===== config.mk =====
export PLATFORM = sky130hd
export DESIGN_NAME = arbiter_nb_rr
export DESIGN_NICKNAME = d
export VERILOG_FILES = /design/src/rtl/arb_pkg.sv /design/src/rtl/sync_chain.sv /design/src/rtl/arbiter_nb_rr.sv
export SDC_FILE = /design/constraint.sdc
export NUM_CORES = 1
export LEC_CHECK = 0
export ABC_AREA = 1
export BUFFER_PORTS_ARGS = -buffer_cell sky130_fd_sc_hd__buf_2
export CORE_MARGIN = 3
export CORE_UTILIZATION = 58
export DETAILED_ROUTE_END_ITERATION = 6
export PLACE_DENSITY_LB_ADDON = 0.2
export SYNTH_ARGS = -nofsm -noshare
export SYNTH_HDL_FRONTEND = slang
export SYNTH_SLANG_ARGS = --single-unit

===== constraint.sdc =====
create_clock -name clk -period 3.5 [get_ports clk]
set_input_delay 0.525 -clock clk [delete_from_list [all_inputs] [get_ports clk]]
set_output_delay 0.525 -clock clk [all_outputs]
set_load 0.01 [all_outputs]

===== src/rtl/arb_pkg.sv =====
// Shared types and mode constants for the N-way four-phase arbiter.
package arb_pkg;

    typedef enum logic [1:0] {
        IDLE = 2'd0,
        REQ  = 2'd1,
        HOLD = 2'd2,
        RTZ  = 2'd3
    } arb_state_t;

    localparam bit ARB_MODE_FIXED = 1'b0;
    localparam bit ARB_MODE_RR    = 1'b1;

endpackage


===== src/rtl/sync_chain.sv =====
// Per-bit flop synchroniser of STAGES depth; a plain wire when STAGES is 0.
module sync_chain #(
    parameter int STAGES = 2,
    parameter int W      = 1
) (
    input  logic         clk,
    input  logic         rst,
    input  logic [W-1:0] d_i,
    output logic [W-1:0] q_o
);

    if (STAGES == 0) begin : g_bypass
        logic unused_s;
        assign unused_s = clk ^ rst;
        assign q_o      = d_i;
    end else begin : g_chain
        logic [W-1:0] stage_q [STAGES];

        // Shift register, one stage per clock.
        always_ff @(posedge clk) begin
            if (rst) begin
                for (int i = 0; i < STAGES; i++) begin
                    stage_q[i] <= '0;
                end
            end else begin
                stage_q[0] <= d_i;
                for (int i = 1; i < STAGES; i++) begin
                    stage_q[i] <= stage_q[i-1];
                end
            end
        end

        assign q_o = stage_q[STAGES-1];
    end

endmodule


===== src/rtl/arbiter_nb_rr.sv =====
// N-way four-phase req/ack arbiter onto one shared channel, round-robin or fixed
// priority, with optional input synchronisers and a sticky protocol-error flag.
module arbiter_nb_rr
    import arb_pkg::*;
#(
    parameter int  N           = 4,
    parameter bit  RR_MODE     = ARB_MODE_RR,
    parameter int  SYNC_STAGES = 2,
    localparam int SEL_W       = $clog2(N)
) (
    input  logic             clk,
    input  logic             rst,
    input  logic [N-1:0]     req_in,
    output logic [N-1:0]     ack_in,
    output logic             req_out,
    input  logic             ack_out,
    output logic [SEL_W-1:0] sel,
    output logic             busy,
    output logic             proto_err
);

    logic [N-1:0]     r_s;
    logic             a_s;
    logic [SEL_W-1:0] win_s;

    arb_state_t       state_q, state_d;
    logic [SEL_W-1:0] sel_q, sel_d;
    logic [SEL_W-1:0] ptr_q, ptr_d;
    logic [N-1:0]     ack_q, ack_d;
    logic             req_out_q, req_out_d;
    logic             busy_q, busy_d;
    logic             err_q, err_d;

    sync_chain #(.STAGES(SYNC_STAGES), .W(N)) u_req_sync (
        .clk (clk),
        .rst (rst),
        .d_i (req_in),
        .q_o (r_s)
    );

    sync_chain #(.STAGES(SYNC_STAGES), .W(1)) u_ack_sync (
        .clk (clk),
        .rst (rst),
        .d_i (ack_out),
        .q_o (a_s)
    );

    // Scan r starting at p with wrap at N-1; works for non-power-of-two N.
    function automatic logic [SEL_W-1:0] pick_winner(input logic [N-1:0] r,
                                                     input logic [SEL_W-1:0] p);
        logic [SEL_W:0] j;
        logic [SEL_W:0] idx;
        logic           found;
        idx   = '0;
        found = 1'b0;
        for (int i = 0; i < N; i++) begin
            j = {1'b0, p} + (SEL_W+1)'(i);
            if (j >= (SEL_W+1)'(N)) begin
                j = j - (SEL_W+1)'(N);
            end else begin
                j = j;
            end
            if (!found && r[j]) begin
                idx   = j;
                found = 1'b1;
            end else begin
                found = found;
            end
        end
        return idx[SEL_W-1:0];
    endfunction

    assign win_s = pick_winner(r_s, (RR_MODE == ARB_MODE_RR) ? ptr_q : {SEL_W{1'b0}});

    // Next-state and next-output logic of the handshake FSM.
    always_comb begin
        state_d   = state_q;
        sel_d     = sel_q;
        ptr_d     = ptr_q;
        ack_d     = ack_q;
        req_out_d = req_out_q;
        busy_d    = busy_q;
        err_d     = err_q;
        case (state_q)
            IDLE: begin
                if (|r_s) begin
                    state_d   = REQ;
                    req_out_d = 1'b1;
                    sel_d     = win_s;
                    busy_d    = 1'b1;
                end else begin
                    state_d = IDLE;
                end
            end
            REQ: begin
                if (!r_s[sel_q]) begin
                    err_d = 1'b1;
                end else begin
                    err_d = err_q;
                end
                if (a_s) begin
                    state_d = HOLD;
                    ack_d   = {{(N-1){1'b0}}, 1'b1} << sel_q;
                end else begin
                    state_d = REQ;
                end
            end
            HOLD: begin
                if (!r_s[sel_q]) begin
                    state_d   = RTZ;
                    req_out_d = 1'b0;
                end else begin
                    state_d = HOLD;
                end
            end
            RTZ: begin
                if (!a_s) begin
                    state_d = IDLE;
                    ack_d   = '0;
                    busy_d  = 1'b0;
                    ptr_d   = (sel_q == SEL_W'(N-1)) ? {SEL_W{1'b0}} : sel_q + SEL_W'(1);
                end else begin
                    state_d = RTZ;
                end
            end
            default: begin
                state_d   = IDLE;
                ack_d     = '0;
                req_out_d = 1'b0;
                busy_d    = 1'b0;
            end
        endcase
    end

    // State and registered outputs.
    always_ff @(posedge clk) begin
        if (rst) begin
            state_q   <= IDLE;
            sel_q     <= '0;
            ptr_q     <= '0;
            ack_q     <= '0;
            req_out_q <= 1'b0;
            busy_q    <= 1'b0;
            err_q     <= 1'b0;
        end else begin
            state_q   <= state_d;
            sel_q     <= sel_d;
            ptr_q     <= ptr_d;
            ack_q     <= ack_d;
            req_out_q <= req_out_d;
            busy_q    <= busy_d;
            err_q     <= err_d;
        end
    end

    assign ack_in    = ack_q;
    assign req_out   = req_out_q;
    assign sel       = sel_q;
    assign busy      = busy_q;
    assign proto_err = err_q;

endmodule


# [After elaboration in Yosys (flattened, before gate mapping)]
# Memory sizes are Yosys's and may differ from the RTL's.
# Index checks and enable logic that the tools add are counted.
[op_classes] n_addsub=8 magnitude_cmp=9 n_eq_ne=8 shift=1 n_mux=42 bitwise=6 reduce_logical=17
[ops] op="$mux W1" count=18
[ops] op="$mux W4" count=4
[ops] op="$mux W2" count=7
[ops] op="$lt A3 B3 Y1 const B" count=4
[ops] op="$mux W3" count=4
[ops] op="$bmux W1 S2" count=5
[ops] op="$ge A3 B3 Y1 const B" count=3
[ops] op="$reduce_and A3 Y1" count=3
[ops] op="$sub A3 B3 Y3 const B" count=3
[ops] op="$ne A2 B2 Y1 const B" count=4
[ops] op="$pmux W2 S4" count=1
[ops] op="$pmux W4 S2" count=1
[ops] op="$add A2 B2 Y3 const B" count=2
[ops] op="$eq A2 B2 Y1 const B" count=3
[ops] op="$reduce_and A2 Y1" count=3
[ops] op="$reduce_bool A2 Y1" count=3
[ops] op="$or A1 B1 Y1" count=4
[ops] op="$pmux W1 S2" count=2
[ops] op="$reduce_or A4 Y1" count=1
[ops] op="$shl A1 B2 Y4 const A" count=1
[ops] op="$add A2 B1 Y3 const B" count=1
[ops] op="$ge A2 B3 Y1 const B" count=1
[ops] op="$logic_and A1 B1 Y1" count=3
[ops] op="$logic_not A1 Y1" count=3
[ops] op="6 further kinds" count=7
[totals] reg_bits=13 mem_bits_rw=10 input_bits=7 out_inout_bits=9 elab_cells=100 n_memories=2
[mem_list] name="u_req_sync.g_chain.stage_q" depth=2 width=4 rd=2 rd_ports_with_merged_regs=0 write_ports=2 line_no="sync_chain.sv:17" rtl="logic [W-1:0] stage_q [STAGES];"
[mem_list] name="u_ack_sync.g_chain.stage_q" depth=2 width=1 rd=2 rd_ports_with_merged_regs=0 write_ports=2 line_no="sync_chain.sv:17"

# [Logic depth before layout (Yosys ltp)]
[logic_depth] word_depth=14 depth_mapped=12 depth_no_buf=11

# [Modules after synthesis]
# A second synthesis with hierarchy kept.
[hier_totals] cells_unflattened=163 hier_area_um2=1138.6
[modules_own_cells] mod="arbiter_nb_rr" instances=1 cells_each=128 area_each_um2=822.0 seq_area_each_um2=260.2
[modules_own_cells] mod="sync_chain at u_req_sync" instances=1 cells_each=29 area_each_um2=261.5 seq_area_each_um2=160.2
[modules_own_cells] mod="sync_chain at u_ack_sync" instances=1 cells_each=6 area_each_um2=55.1 seq_area_each_um2=40.0

# [Worst setup path after synthesis]
# No wires, ideal clock.
[synth_path] path_kind="flip-flop to flip-flop" start="reg sel_q[0], in the netlist sel[0]" end="reg ptr_q[1]" arrival_time_ns=1.053 t_required_ns=3.381 slack_ns=2.327 stages_incl_launch_ff=5 synth_period_minus_slack_ns=1.173 cell_sequence="dfxtp_1 > inv_1 > ha_1 > o21ai_0 > a21oi_1"
[synth_via] elab_chain_len=2 word_cells_on_any_way=3
[synth_rtl] element="from (decl)" line_no="arbiter_nb_rr.sv:27" rtl="logic [SEL_W-1:0] sel_q, sel_d;"
[synth_rtl] element="from (signal assigned)" line_no="arbiter_nb_rr.sv:147" rtl="sel_q <= sel_d;"
[synth_rtl] element="$add A2 B1 Y2 / $eq A2 B2 Y1 (equally long branches)" line_no="arbiter_nb_rr.sv:121" rtl="ptr_d = (sel_q == SEL_W'(N-1)) ? {SEL_W{1'b0}} : sel_q + SEL_W'(1);"
[synth_rtl] element="$mux W2 *" line_no="arbiter_nb_rr.sv:121"
[synth_rtl] element="to (signal assigned)" line_no="arbiter_nb_rr.sv:148" rtl="ptr_q <= ptr_d;"
[synth_rtl] element="to (decl)" line_no="arbiter_nb_rr.sv:28" rtl="logic [SEL_W-1:0] ptr_q, ptr_d;"
# Mark *: on every way between the ends. The rest lies on a longest branch, timed or not.
# A chain may end at the register's enable or synchronous reset.

# [Worst setup path after layout]
[layout_path] start="reg sel_q[0], in the netlist sel[0]" end="out sel[0]"
[layout_lines] element="to (decl)" line_no="arbiter_nb_rr.sv:17" rtl="output logic [SEL_W-1:0] sel,"
# No word-level cell between the ends.

==> reports/summary.log <==
INFO  critical_path  r2r.worst_path.cells=8
INFO  critical_path  crit_family=flip-flops
INFO  floorplan      row_count=15
INFO  logic_synthesis syn-mean-instance-area=6.87um2
INFO  global_route   grt_util_all_layers=17.9%
INFO  logic_synthesis synth_top_area_share=42.4%
INFO  finish         final-instance-count-excl-fill=199
INFO  placed_design  placed_cells=195
INFO  floorplan      dieArea=2430um2
INFO  cts            holdBufCountCts=0
INFO  logic_synthesis postSynthNetCount=169
INFO  global_route   grt_start_max_net_pins=21
INFO  critical_path  worstPathMaxFanout=10
INFO  drt            avgRoutedWirePerCell=9.49um
INFO  sta            period_share=44.3%
INFO  logic_synthesis postSynthRegisterBits=23
INFO  logic_synthesis synth.yosys.seq_area_share=42.4%
INFO  drt            remaining_drc_errors=0
INFO  finish         layout-drive-gt1-share=14.9%
INFO  drt            number_of_optimization_iterations_in_the_first_detailed_route_pass=4
INFO  sta            max_freq=645MHz
INFO  sta            setup_repair_after_global_routing_missed_its_margin=false
INFO  finish         mostFrequentLayoutCells=44 x sky130_fd_sc_hd__nand2_1, 24 x sky130_fd_sc_hd__inv_1, 23 x sky130_fd_sc_hd__dfxtp_1, 20 x sky130_fd_sc_hd__nor2_1, 15 x sky130_fd_sc_hd__buf_2
INFO  critical_path  timing.critical_path.depth=1
INFO  global_route   grt_pass1_wl=3.47mm
INFO  critical_path  timing_worst_setup_path_type=reg -> out
INFO  drt            ant_nets=0
INFO  power_and_ir_drop power.density_cell_area=446nW/um2
INFO  finish         insertedDiodeCount=0
INFO  finish         share_of_the_core_filled_with_cells_in_the_final_layout=68.7%
INFO  sta            fin_skew=0.00792ns
INFO  logic_synthesis post_synthesis_cell_count=158
INFO  cts            cts.sink_count=23
INFO  power_and_ir_drop leakagePower=0.595nW
INFO  logic_synthesis post_synth_instance_area=1090um2
INFO  min_path       min_delay_path_depth=3
INFO  finish         layout.nets=186
INFO  placed_design  globalplace.congestion=0.793
INFO  sta            setup_total_negative_slack=0ns
INFO  run            drv.max_cap_violation_count=0
INFO  critical_path  crit_required=2.97ns
INFO  finish         final_common_cell=sky130_fd_sc_hd__nand2_1
INFO  placed_design  post-dp-hpwl=1.50mm
INFO  sta            hold_violations=0
INFO  cts            cts_setup_buffers=0
INFO  logic_synthesis synth-warning-count=0
INFO  cts            htreeDepth=1
INFO  drt            finalWirelength=1.89mm
INFO  global_route   vias_in_the_first_global_route=898
INFO  sta            fin_hold_ws=0.405ns
INFO  critical_path  maximum_cell_stage_delay_along_the_critical_path=0.52ns
INFO  sta            tightestPinTransition=0.421ns
INFO  floorplan      floorplan.die.height=49.3um
INFO  critical_path  cp_num_buf_inv=1
INFO  logic_synthesis synthDominantAreaCellType=sky130_fd_sc_hd__dfxtp_1
INFO  global_route   globalRoute.totalOverflow=0
INFO  drt            first_iter_violations=18
INFO  critical_path  worstSetupStartpointType=flop
INFO  floorplan      die_w=49.3um
INFO  cts            cts_max_path_buffers=2
INFO  sta            maxSlewViolCount=0
INFO  run_status     status=completed
INFO  floorplan      core_region_area=1750um2
INFO  min_path       hold_class=in -> reg
INFO  finish         fill_cells=167
INFO  cts            clock_tree.root_cell=sky130_fd_sc_hd__clkbuf_4
INFO  cts            cts.repair.resized=0
INFO  cts            worstSkewPairLatency=0.31ns
INFO  critical_path  crit_path_cell_chain=buf_2
INFO  floorplan      design.portCount=16
INFO  drt            dr_total_vias=976
INFO  logic_synthesis ys_top_cells_by_area=sky130_fd_sc_hd__dfxtp_1 42%, sky130_fd_sc_hd__nand2_1 15%, sky130_fd_sc_hd__inv_1 8.3%
INFO  placed_design  port_buffers=15
INFO  cts            path_clk_slew=0.12ns
INFO  power_and_ir_drop power.ir.vdd_worst=0.338mV
INFO  cts            cts_tree=yes
INFO  critical_path  slowest_stage=sky130_fd_sc_hd__dfxtp_1
INFO  critical_path  crit_arrival=1.03ns
INFO  finish         flow.area_growth_from_synthesis=10.5%
INFO  sta            relSlewSlack=71.8%
INFO  sta            setup_viol=0
INFO  cts            numCtsBuffers=3
INFO  sta            period_needed=1.55ns
INFO  global_route   grt_antenna_before_repair=0
INFO  drt            detail_route.vias_per_cell=4.90
INFO  critical_path  critical_path.endpoint_type=primary output
INFO  floorplan      start_util=62.2%
INFO  logic_synthesis netlist-cell-type-count=20
[state kept, by name (all words and copies together) (netlist names), named ones only]
register / flops
sel: 2
u_ack_sync.g_chain.stage_q: 2
ptr_q: 2
proto_err: 1
u_req_sync.g_chain.stage_q: 8
busy: 1
ack_in: 4
state_q: 1
req_out: 1
[cells in the mapped netlist]
master	number
sky130_fd_sc_hd__nand2_1	44
sky130_fd_sc_hd__inv_1	24
sky130_fd_sc_hd__dfxtp_1	23
sky130_fd_sc_hd__nor2_1	20
sky130_fd_sc_hd__a21oi_1	14
sky130_fd_sc_hd__nand3_1	6
sky130_fd_sc_hd__ha_1	4
sky130_fd_sc_hd__nand2_2	4
sky130_fd_sc_hd__o21ai_0	4
sky130_fd_sc_hd__o21ai_1	4
sky130_fd_sc_hd__clkbuf_1	2
sky130_fd_sc_hd__a211oi_1	1
sky130_fd_sc_hd__a31oi_1	1
sky130_fd_sc_hd__buf_6	1
sky130_fd_sc_hd__inv_2	1
sky130_fd_sc_hd__inv_6	1
sky130_fd_sc_hd__nand2_4	1
sky130_fd_sc_hd__nand3b_1	1
sky130_fd_sc_hd__nor2_4	1
sky130_fd_sc_hd__nor3_1	1
[metal layers]
layer | GRT usage [%] | up-vias | wire (um) | part of all wire [%]
met1 | 20.5 | 435 | 880 | 47
met5 | 0 | - | 0 | 0
met4 | 6.16 | 0 | 13 | 0.69
met2 | 32.4 | 23 | 905 | 48
met3 | 3.67 | 2 | 88 | 4.7
li1 | - | 516 | - | -
[worst reg2reg max path, cell delays in order (launching register included)]
cell	delay, ns
sky130_fd_sc_hd__dfxtp_1	0.59
sky130_fd_sc_hd__inv_6	0.08
sky130_fd_sc_hd__nand2_1	0.08
sky130_fd_sc_hd__nand3_1	0.11
sky130_fd_sc_hd__nand2_2	0.14
sky130_fd_sc_hd__inv_1	0.05
sky130_fd_sc_hd__o21ai_1	0.06
sky130_fd_sc_hd__nand3_1	0.08
sky130_fd_sc_hd__a21oi_1	0.17
[cell families (layout without fill, tap and decap cells)]
logic type / count (synthesis) / in the layout / share of synthesized area (%)
and+or+nand+nor: 78 / 78 / 30.4
AOI/OAI and AO/OA: 24 / 24 / 11.4
DFF: 23 / 23 / 42.4
buffers and inverters: 29 / 45 / 11.2
adders and majority gates: 4 / 4 / 4.61
[per-stage QoR]
stage / worst slack, ns / instance area, um2 / power (mW)
6_report: 1.95 / 1200 / 0.535
3_5_place_dp: 2.09 / 1170 / 0.423
2_1_floorplan: 2.33 / 1090 / 0.390
3_3_place_gp: 2.16 / 1170 / 0.417
5_1_grt: 1.85 / 1200 / 0.569
4_1_cts: 1.94 / 1200 / 0.540
[final cells by class]
| type | count | area [um2] | share of cell area (%) |
|---|---|---|---|
| Multi-Input combinational cell | 106 | 504 | 42.0 |
| Inverter | 26 | 103 | 8.55 |
| Clock buffer | 4 | 26.3 | 2.19 |
| Timing Repair Buffer | 15 | 75.1 | 6.26 |
| Tap cell | 25 | 31.3 | 2.61 |
| Sequential cell | 23 | 460 | 38.4 |
[power by group]
part	internal [mW]	switching, mW	total [mW]	leakage, nW
clock network	0.0444	0.0748	0.119	0.0150
registers	0.284	0.0228	0.306	0.189
logic	0.0418	0.0677	0.110	0.391
total	0.370	0.165	0.535	0.595
[worst paths after layout]
check / from / end / slack, ns
max: sel[0]$_SDFFE_PP0P_ / sel[0] / 1.95
min: req_in[2] / u_req_sync.g_chain.stage_q[0][2]$_SDFF_PP0_ / 0.41
max reg2reg: ptr_q[0]$_SDFFE_PP0P_ / sel[0]$_SDFFE_PP0P_ / 2.07
min reg2reg: u_req_sync.g_chain.stage_q[0][1]$_SDFF_PP0_ / u_req_sync.g_chain.stage_q[0][5]$_SDFF_PP0_ / 0.41
(Power assumes the default switching activity.)
